### src/rtl/pixel_filter_pkg.sv
// Shared types and helpers for the image filter path.
package pixel_filter_pkg;

    localparam int PIX_W = 8;

    typedef enum logic {
        ACCUM  = 1'b0,
        OUTPUT = 1'b1
    } acc_state_t;

    // Number of bits needed to count 0..win-1 (win is a power of two).
    function automatic int clog2_win(input int win);
        int r;
        r = 0;
        for (int i = 0; i < 31; i++) begin
            if ((32'sd1 <<< i) < win) begin
                r = i + 1;
            end
        end
        return r;
    endfunction

endpackage

### src/rtl/N_fulladder_module.sv
// Team N-bit ripple-carry adder built from a chain of full-adder cells.
module N_fulladder_module #(
    parameter int N = 8
) (
    input  logic [N-1:0] a_i,
    input  logic [N-1:0] b_i,
    input  logic         cin_i,
    output logic [N-1:0] sum_o,
    output logic         cout_o
);

    logic carry_s;

    // Ripple the carry through one full-adder cell per bit.
    always_comb begin
        carry_s = cin_i;
        sum_o   = '0;
        for (int i = 0; i < N; i++) begin
            sum_o[i] = a_i[i] ^ b_i[i] ^ carry_s;
            carry_s  = (a_i[i] & b_i[i]) | (carry_s & (a_i[i] ^ b_i[i]));
        end
        cout_o = carry_s;
    end

endmodule

### src/rtl/pixel_box_accumulator_chk.sv
// Runtime properties for pixel_box_accumulator.
module pixel_box_accumulator_chk (
    input logic clk,
    input logic rst_n,
    input logic carry_i
);

    // The accumulator is sized so the adder can never carry out.
    a_no_carry: assert property (@(posedge clk) disable iff (!rst_n) !carry_i)
        else $error("adder carry-out set");

endmodule

### src/rtl/pixel_box_accumulator.sv
// Valid/ready box accumulator: sums WIN pixels and emits the sum plus the
// round-half-up mean, with full-rate back-to-back windows.
module pixel_box_accumulator
    import pixel_filter_pkg::*;
#(
    parameter  int DATA_W = PIX_W,
    parameter  int WIN    = 4,
    localparam int CNT_W  = clog2_win(WIN),
    localparam int ACC_W  = DATA_W + CNT_W
) (
    input  logic              clk,
    input  logic              rst_n,
    input  logic              clear,
    input  logic              in_valid,
    output logic              in_ready,
    input  logic [DATA_W-1:0] in_pixel,
    output logic              out_valid,
    input  logic              out_ready,
    output logic [ACC_W-1:0]  out_sum,
    output logic [DATA_W-1:0] out_mean
);

    localparam logic [CNT_W-1:0] CNT_LAST = CNT_W'(WIN - 1);
    localparam logic [ACC_W-1:0] RND_HALF = ACC_W'(WIN / 2);

    acc_state_t        state_q, state_d;
    logic [ACC_W-1:0]  acc_q, acc_d;
    logic [CNT_W-1:0]  cnt_q, cnt_d;
    logic [ACC_W-1:0]  out_sum_q, out_sum_d;
    logic [DATA_W-1:0] out_mean_q, out_mean_d;

    logic              accept_s;
    logic              xfer_s;
    logic [ACC_W-1:0]  add_a_s;
    logic [ACC_W-1:0]  pix_ext_s;
    logic [ACC_W-1:0]  add_sum_s;
    logic              add_cout_s;
    logic [ACC_W-1:0]  rnd_s;

    // A window restarted from OUTPUT begins from zero rather than acc_q.
    assign add_a_s   = (state_q == OUTPUT) ? '0 : acc_q;
    assign pix_ext_s = {{CNT_W{1'b0}}, in_pixel};
    assign accept_s  = in_valid & in_ready;
    assign xfer_s    = out_valid & out_ready;
    assign rnd_s     = add_sum_s + RND_HALF;

    N_fulladder_module #(.N(ACC_W)) u_adder (
        .a_i    (add_a_s),
        .b_i    (pix_ext_s),
        .cin_i  (1'b0),
        .sum_o  (add_sum_s),
        .cout_o (add_cout_s)
    );

    pixel_box_accumulator_chk u_chk (
        .clk     (clk),
        .rst_n   (rst_n),
        .carry_i (add_cout_s)
    );

    // State and datapath registers.
    always_ff @(posedge clk or negedge rst_n) begin
        if (!rst_n) begin
            state_q    <= ACCUM;
            acc_q      <= '0;
            cnt_q      <= '0;
            out_sum_q  <= '0;
            out_mean_q <= '0;
        end else begin
            state_q    <= state_d;
            acc_q      <= acc_d;
            cnt_q      <= cnt_d;
            out_sum_q  <= out_sum_d;
            out_mean_q <= out_mean_d;
        end
    end

    // Next-state and datapath update; clear overrides everything.
    always_comb begin
        state_d    = state_q;
        acc_d      = acc_q;
        cnt_d      = cnt_q;
        out_sum_d  = out_sum_q;
        out_mean_d = out_mean_q;
        if (clear) begin
            state_d    = ACCUM;
            acc_d      = '0;
            cnt_d      = '0;
            out_sum_d  = '0;
            out_mean_d = '0;
        end else begin
            case (state_q)
                ACCUM: begin
                    if (accept_s && (cnt_q == CNT_LAST)) begin
                        out_sum_d  = add_sum_s;
                        out_mean_d = DATA_W'(rnd_s >> CNT_W);
                        acc_d      = '0;
                        cnt_d      = '0;
                        state_d    = OUTPUT;
                    end else if (accept_s) begin
                        acc_d = add_sum_s;
                        cnt_d = cnt_q + CNT_W'(1);
                    end else begin
                        acc_d = acc_q;
                    end
                end
                OUTPUT: begin
                    if (xfer_s && accept_s) begin
                        acc_d   = add_sum_s;
                        cnt_d   = CNT_W'(1);
                        state_d = ACCUM;
                    end else if (xfer_s) begin
                        state_d = ACCUM;
                    end else begin
                        state_d = OUTPUT;
                    end
                end
                default: begin
                    state_d = ACCUM;
                    acc_d   = '0;
                    cnt_d   = '0;
                end
            endcase
        end
    end

    // Handshake outputs decoded from the registered state.
    always_comb begin
        out_valid = 1'b0;
        in_ready  = 1'b1;
        case (state_q)
            ACCUM: begin
                out_valid = 1'b0;
                in_ready  = 1'b1;
            end
            OUTPUT: begin
                out_valid = 1'b1;
                in_ready  = out_ready;
            end
            default: begin
                out_valid = 1'b0;
                in_ready  = 1'b0;
            end
        endcase
    end

    assign out_sum  = out_sum_q;
    assign out_mean = out_mean_q;

endmodule

### config.mk
export PLATFORM = sky130hd
export DESIGN_NAME = pixel_box_accumulator
export DESIGN_NICKNAME = d
export VERILOG_FILES = /design/src/rtl/pixel_filter_pkg.sv /design/src/rtl/N_fulladder_module.sv /design/src/rtl/pixel_box_accumulator_chk.sv /design/src/rtl/pixel_box_accumulator.sv
export SDC_FILE = /design/constraint.sdc
export NUM_CORES = 1
export LEC_CHECK = 0
export BUFFER_PORTS_ARGS = -buffer_cell sky130_fd_sc_hd__buf_2
export CORE_AREA = 4 4 63 65
export DETAILED_ROUTE_END_ITERATION = 6
export DIE_AREA = 0 0 67 69
export PLACE_DENSITY = 0.73
export RECOVER_POWER = 50
export SLEW_MARGIN = 20
export SYNTH_ARGS = -nofsm -noshare
export SYNTH_HDL_FRONTEND = slang
export SYNTH_SLANG_ARGS = --single-unit
### constraint.sdc
create_clock -name clk -period 4.59 [get_ports clk]
set_clock_uncertainty 0.2 [all_clocks]
set_input_delay 0.918 -clock clk [delete_from_list [all_inputs] [get_ports clk]]
set_output_delay 0.918 -clock clk [all_outputs]
set_load 0.05 [all_outputs]
; ---- After elaboration in Yosys (flattened, before gate mapping)
; Index checks and enable logic that the tools add are counted.
[totals]
output_inout_bits = 20
word_cells = 83
register_bits = 31
[op_classes]
n_reduce_logical = 5
muxes = 24
n_eq_ne = 4
bitwise = 43
addsub = 2
[op_table]
columns = cell, count
row1 = 10-bit two-way mux, 8
row2 = 8-bit two-way mux, 3
row3 = 10-bit one-hot mux with 2 select lines, 1
row4 = 1-bit bitwise AND, 18
row5 = 1-bit bitwise XOR, 17
row6 = 10-bit by 2-bit adder with 10-bit output (second input constant), 1
row7 = 2-bit two-way mux, 4
row8 = 1-bit bitwise OR, 7
row9 = 1-bit one-hot mux with 2 select lines, 3
row10 = 1-bit two-way mux, 4
row11 = 4-bit != test (second input constant), 1
row12 = 2-bit one-hot mux with 2 select lines, 1
row13 = 2-bit AND reduction, 2
row14 = 3-bit by 2-bit != test with 1-bit output (second input constant), 1
row15 = 2-bit by 1-bit adder with 2-bit output (second input constant), 1
row16 = 2-bit == test (second input constant), 1
row17 = 1-bit logical AND, 2
row18 = 2-bit != test (second input constant), 1
row19 = 2-bit nonzero test, 1
row20 = 1-bit NOT, 1

; ---- Depth between registers and ports, before layout
[logic_depth]
word_depth = 22
depth_mapped = 16

; ---- By module
; From an unflattened synthesis, not the netlist that was laid out.
[unflattened]
cells_unflattened = 135
hier_area_um2 = 1647.8
[by_module_without_submodules]
columns = module, n_inst, cells_each, area_per_inst_um2
row1 = pixel_box_accumulator, 1, 115, 1410.1
row2 = N_fulladder_module, 1, 20, 237.7

; ---- Worst setup path after synthesis
; No wires, ideal clock.
[synth_path]
path_kind = reg2reg
startpoint = register state_q
endpoint = register out_mean_q[7] (netlist: out_mean[7])
t_arrival_ps = 4289
required_ps = 4268
n_path_buf = 1
setup_ps = 122
synth_period_minus_slack_ps = 4611
stages_incl_launch_ff = 15
slack_ps = -21
path_cell_list = dfrtp_1 > clkbuf_2 > nor2b_1 > ha_1 > inv_1 > fa_1 > fa_1 > fa_1 > fa_1 > fa_1 > fa_1 > nor4_1 > nand4_1 > xnor2_1 > o21ai_1
[synth_between]
elab_chain_cells = 22
elab_cells_between_ends = 52
classes_between = add/sub (1) / eq/ne (1) / mux (5) / bitwise (42) / reduce/logical (3)
[synth_lines]
columns = item, line_no
row1 = "start, declared", pixel_box_accumulator.sv:26  ; acc_state_t state_q, state_d;
row2 = "start signal, assigned", pixel_box_accumulator.sv:70  ; state_q <= state_d;
row3 = 10-bit two-way mux, pixel_box_accumulator.sv:41  ; assign add_a_s = (state_q == OUTPUT) ? '0 : acc_q;
row4 = 1-bit bitwise AND or 1-bit bitwise XOR (tied branches), "N_fulladder_module.sv:20, N_fulladder_module.sv:19"
row5 = 1-bit bitwise AND, N_fulladder_module.sv:20  ; carry_s = (a_i[i] & b_i[i]) | (carry_s & (a_i[i] ^ b_i[i]));
row6 = 1-bit bitwise OR, N_fulladder_module.sv:20
row7 = 1-bit bitwise AND, N_fulladder_module.sv:20
row8 = 1-bit bitwise OR, N_fulladder_module.sv:20
row9 = 1-bit bitwise AND, N_fulladder_module.sv:20
row10 = 1-bit bitwise OR, N_fulladder_module.sv:20
row11 = [... 6 more ...], -
row12 = 1-bit bitwise AND, N_fulladder_module.sv:20
row13 = 1-bit bitwise OR, N_fulladder_module.sv:20
row14 = 1-bit bitwise AND, N_fulladder_module.sv:20
row15 = 1-bit bitwise XOR, N_fulladder_module.sv:19  ; sum_o[i] = a_i[i] ^ b_i[i] ^ carry_s;
row16 = 10-bit by 2-bit adder with 10-bit output, pixel_box_accumulator.sv:45  ; assign rnd_s = add_sum_s + RND_HALF;
row17 = 8-bit two-way mux, pixel_box_accumulator.sv:94  ; if (accept_s && (cnt_q == CNT_LAST)) begin
row18 = 8-bit two-way mux, pixel_box_accumulator.sv:92  ; case (state_q)
row19 = 8-bit two-way mux, pixel_box_accumulator.sv:85  ; if (clear) begin
row20 = "end signal, assigned", pixel_box_accumulator.sv:74  ; out_mean_q <= out_mean_d;
row21 = "end, declared", pixel_box_accumulator.sv:30  ; logic [DATA_W-1:0] out_mean_q, out_mean_d;
; Parallel ways exist; a longest one is shown, timed or not. The select of a mux whose other input is x is not followed.
; A chain may end at the register's enable or synchronous reset.

; ---- Final worst setup path
[layout_path]
startpoint = input port in_pixel[0]
endpoint = register out_mean_q[7] (netlist: out_mean[7])
[layout_between]
elab_chain_cells = 21
elab_cells_between_ends = 30
classes_between = add/sub (1) / mux (3) / bitwise (26)
[layout_lines]
columns = item, line_no
row1 = "start, declared", pixel_box_accumulator.sv:16  ; input logic [DATA_W-1:0] in_pixel,
row2 = 1-bit bitwise AND (2 in series), N_fulladder_module.sv:20
row3 = 1-bit bitwise OR, N_fulladder_module.sv:20
row4 = 1-bit bitwise AND, N_fulladder_module.sv:20
row5 = 1-bit bitwise OR, N_fulladder_module.sv:20
row6 = 1-bit bitwise AND, N_fulladder_module.sv:20
row7 = 1-bit bitwise OR, N_fulladder_module.sv:20
row8 = 1-bit bitwise AND, N_fulladder_module.sv:20
row9 = 1-bit bitwise OR, N_fulladder_module.sv:20
row10 = [... 4 more ...], -
row11 = 1-bit bitwise AND, N_fulladder_module.sv:20
row12 = 1-bit bitwise OR, N_fulladder_module.sv:20
row13 = 1-bit bitwise AND, N_fulladder_module.sv:20
row14 = 1-bit bitwise XOR, N_fulladder_module.sv:19
row15 = 10-bit by 2-bit adder with 10-bit output *, pixel_box_accumulator.sv:45
row16 = 8-bit two-way mux *, pixel_box_accumulator.sv:94
row17 = 8-bit two-way mux *, pixel_box_accumulator.sv:92
row18 = 8-bit two-way mux *, pixel_box_accumulator.sv:85
; Every way passes the cells marked *; elsewhere a longest branch is shown, timed or not. The select of a mux whose other input is x is not followed.

==> impl_metrics.env <==
export IMPL_fp_row_count=21
export IMPL_post_cts_buffers=0
export IMPL_grt_pass1_vias=1317
export IMPL_stdcell_count=237
export IMPL_dr_total_vias=1212
export IMPL_yosysTopAreaCell="dfrtp_1"
export IMPL_intPower_mw=0.485
export IMPL_maxCapViolations=1
export IMPL_dpl_cell_area_sq_um=1840
export IMPL_combPwrFrac=0.256
export IMPL_die_x_um=67
export IMPL_drtPass1Iterations=4
export IMPL_ant_nets=0
export IMPL_r2r_slack_ns=0.26
export IMPL_netlist_top_cells_count="dfrtp_1, nand2_1, o21ai_0, inv_1, o21ai_2"
export IMPL_initial_core_util=0.484
export IMPL_async_flop_share=1.00
export IMPL_area_growth_pct=18.4
export IMPL_groute_usage_overall=0.164
export IMPL_clockPowerShare=0.322
export IMPL_clkTransAtPathRegs_ns=0.10
export IMPL_htreeDepth=2
export IMPL_clock_latency_ns=0.33
export IMPL_hold_buffers=0
export IMPL_dp_worst_setup_slack_ns=-0.207
export IMPL_synth_seq_cells=31
export IMPL_slew_limit_headroom=-0.107
export IMPL_setup_viol=0
export IMPL_start_kind="input port"
export IMPL_antenna_found_initial=0
export IMPL_n_antenna_cell=0
export IMPL_dp_hpwl_um=2570
export IMPL_end_kind="flip-flop"
export IMPL_cts_root_buf="clkbuf_4"
export IMPL_share_seq_of_total_power=0.422
export IMPL_drt_wl_total_um=3410
export IMPL_die_y_um=69
export IMPL_finalCriticalPeriod_ns=4.39
export IMPL_dieArea_sq_um=4620
export IMPL_drive_gt1_frac=0.288
export IMPL_violations="capacitance limit, slew limit"
export IMPL_clock_sinks=31
export IMPL_yosysWarnings=0
export IMPL_core_area_sq_um=3340
export IMPL_critical_path_peak_fanout=3
export IMPL_clock_fmax_mhz=228
export IMPL_finalHoldViolCount=0
export IMPL_vdd_drop_max_v=0.000154
export IMPL_synthTopCellsByArea="dfrtp_1, fa_1, nand2_1"
export IMPL_place_inst=229
export IMPL_clock_path_buffers=2
export IMPL_startpoint="in_pixel[0]"
export IMPL_total_leakage_power_nw=0.940
export IMPL_r2r_cells=14
export IMPL_fin_ws_ns=0.204
export IMPL_synth_seq_area_share=0.481
export IMPL_drc_errors=0
export IMPL_synth_edff_count=0
export IMPL_drtIter0Drc=95
export IMPL_r2r_end="out_mean[7]"
export IMPL_arrival_ns=4.45
export IMPL_synth_area_sq_um=1610
export IMPL_portBuffers=32
export IMPL_grt_max_degree=32
export IMPL_endpoint="out_mean[7]"
export IMPL_fin_crit_sh=0.956
export IMPL_reg2reg_from="state_q"
export IMPL_rsz0062_at_grt="no"
export IMPL_netSwitchingFraction=0.303
export IMPL_vias_per_cell=5.11
export IMPL_yosys_most_used_dff="dfrtp_1"
export IMPL_hold_path_class="flip-flop to flip-flop"
export IMPL_status="complete, but fails checks"
export IMPL_fin_tns_setup_ns=0
export IMPL_wire_per_inst_um=14.4
export IMPL_layout_nets=214
export IMPL_synth_nets=175
export IMPL_post_synth_cell_area_avg_sq_um=10.7
export IMPL_place_congestion=0.801
export IMPL_netlist_area_leader_share=0.481
export IMPL_power_switching_mw=0.211
export IMPL_synthCells=151
export IMPL_design_area_sq_um=1910
export IMPL_synth_cell_types=32
export IMPL_cts_tree="yes"
export IMPL_io_pins=33
export IMPL_cts_buffers=5
export IMPL_required_ns=4.66
export IMPL_fill_cells=311
export IMPL_slew_viol_final=32
export IMPL_power_density_nw_per_um2=364
export IMPL_path_class="input port to flip-flop"
export IMPL_grt_overflow_total=0
export IMPL_yosysMostFrequentCell="dfrtp_1"
export IMPL_cts_resized=0
export IMPL_grt_pass1_wl_um=5890
export IMPL_tightest_slew_ns=1.66
[worst max-delay path: stages]
cell,delay [ns]
buf_2,0.08
ha_1,0.13
inv_1,0.05
fa_1,0.37
fa_1,0.39
fa_1,0.39
fa_1,0.39
fa_1,0.40
fa_1,0.50
nor4_2,0.30
buf_4,0.16
nand4_1,0.11
xnor2_1,0.14
o21ai_1,0.13
[cell usage in the layout, fill, tap and decap left out]
cell type	n
nor2_1	5
nand3b_1	1
nor4_2	1
o21ai_2	9
a21oi_1	3
nand2b_1	8
nand3_1	1
nand4_1	1
dfrtp_1	30
nand2_2	1
nand2_1	24
a22oi_1	1
fa_2	1
clkbuf_4	5
inv_1	10
o21ai_0	13
clkbuf_1	5
or2_4	1
a22o_1	7
and4b_2	1
clkinv_2	1
buf_4	5
o21ai_1	1
dfrtp_2	1
clkbuf_8	1
xor2_1	4
nand4b_1	1
buf_2	27
fa_1	6
nor3_1	2
nor2b_1	5
ha_1	4
bufinv_16	1
xnor2_1	4
[power groups by stage]
stage	Clock (mW)	Sequential (mW)	Combinational, mW
after floorplan	0	0.304	0.111
after global placement	0	0.298	0.167
after detailed placement	0	0.299	0.174
after CTS	0.229	0.294	0.175
after global routing	0.243	0.295	0.198
final	0.224	0.294	0.178
[logic make-up after synthesis]
kind of cell / synth area share
flip-flops: 0.481
buffers and inverters: 0.0434
AND/OR/NAND/NOR: 0.166
adder cells (fa/ha/maj): 0.118
XOR/XNOR: 0.0434
AO/OA/AOI/OAI: 0.149
[layer usage]
metal / GRT usage / vias to the layer above / routed length [um]
li1: - / 585 / -
met1: 0.216 / 585 / 1520
met2: 0.255 / 34 / 1640
met3: 0.0503 / 8 / 177
met4: 0.0518 / 0 / 65
met5: 0 / - / 0
[registers in the layout, indices dropped and copies added, names as in the netlist]
signal and cells:
acc_q 10, out_sum 10, out_mean 8, cnt_q 2, state_q 1
[through the flow]
step	util	hold slack, ns	power, mW
3_5_place_dp	0.551	0.260	0.473
4_1_cts	0.577	0.282	0.698
3_3_place_gp	0.551	0.258	0.465
2_1_floorplan	-	0.242	0.415
6_report	0.573	0.278	0.695
5_1_grt	0.573	0.305	0.737
[layout make-up]
| type | count | area [sq um] | share of cell area |
|---|---|---|---|
| flip-flops and latches | 31 | 777 | 0.406 |
| multi-input cells | 105 | 762 | 0.399 |
| repair buffers | 37 | 191 | 0.100 |
| well taps | 46 | 57.6 | 0.0301 |
| clock buffers | 6 | 51.3 | 0.0268 |
| inverters | 10 | 37.5 | 0.0196 |
| clock inverters | 2 | 35.0 | 0.0183 |
[worst min path at each step]
stage	startpoint	to	slack, ns	cells after the start
after floorplan	acc_q[9]	acc_q[9]	0.24	2
after global placement	out_sum[3]	out_sum[3]	0.26	2
after detailed placement	out_sum[1]	out_sum[1]	0.26	2
after CTS	out_sum[1]	out_sum[1]	0.28	2
after global routing	out_sum[3]	out_sum[3]	0.31	2
final	out_sum[1]	out_sum[1]	0.28	2
Power figures use the tool's default switching activity.
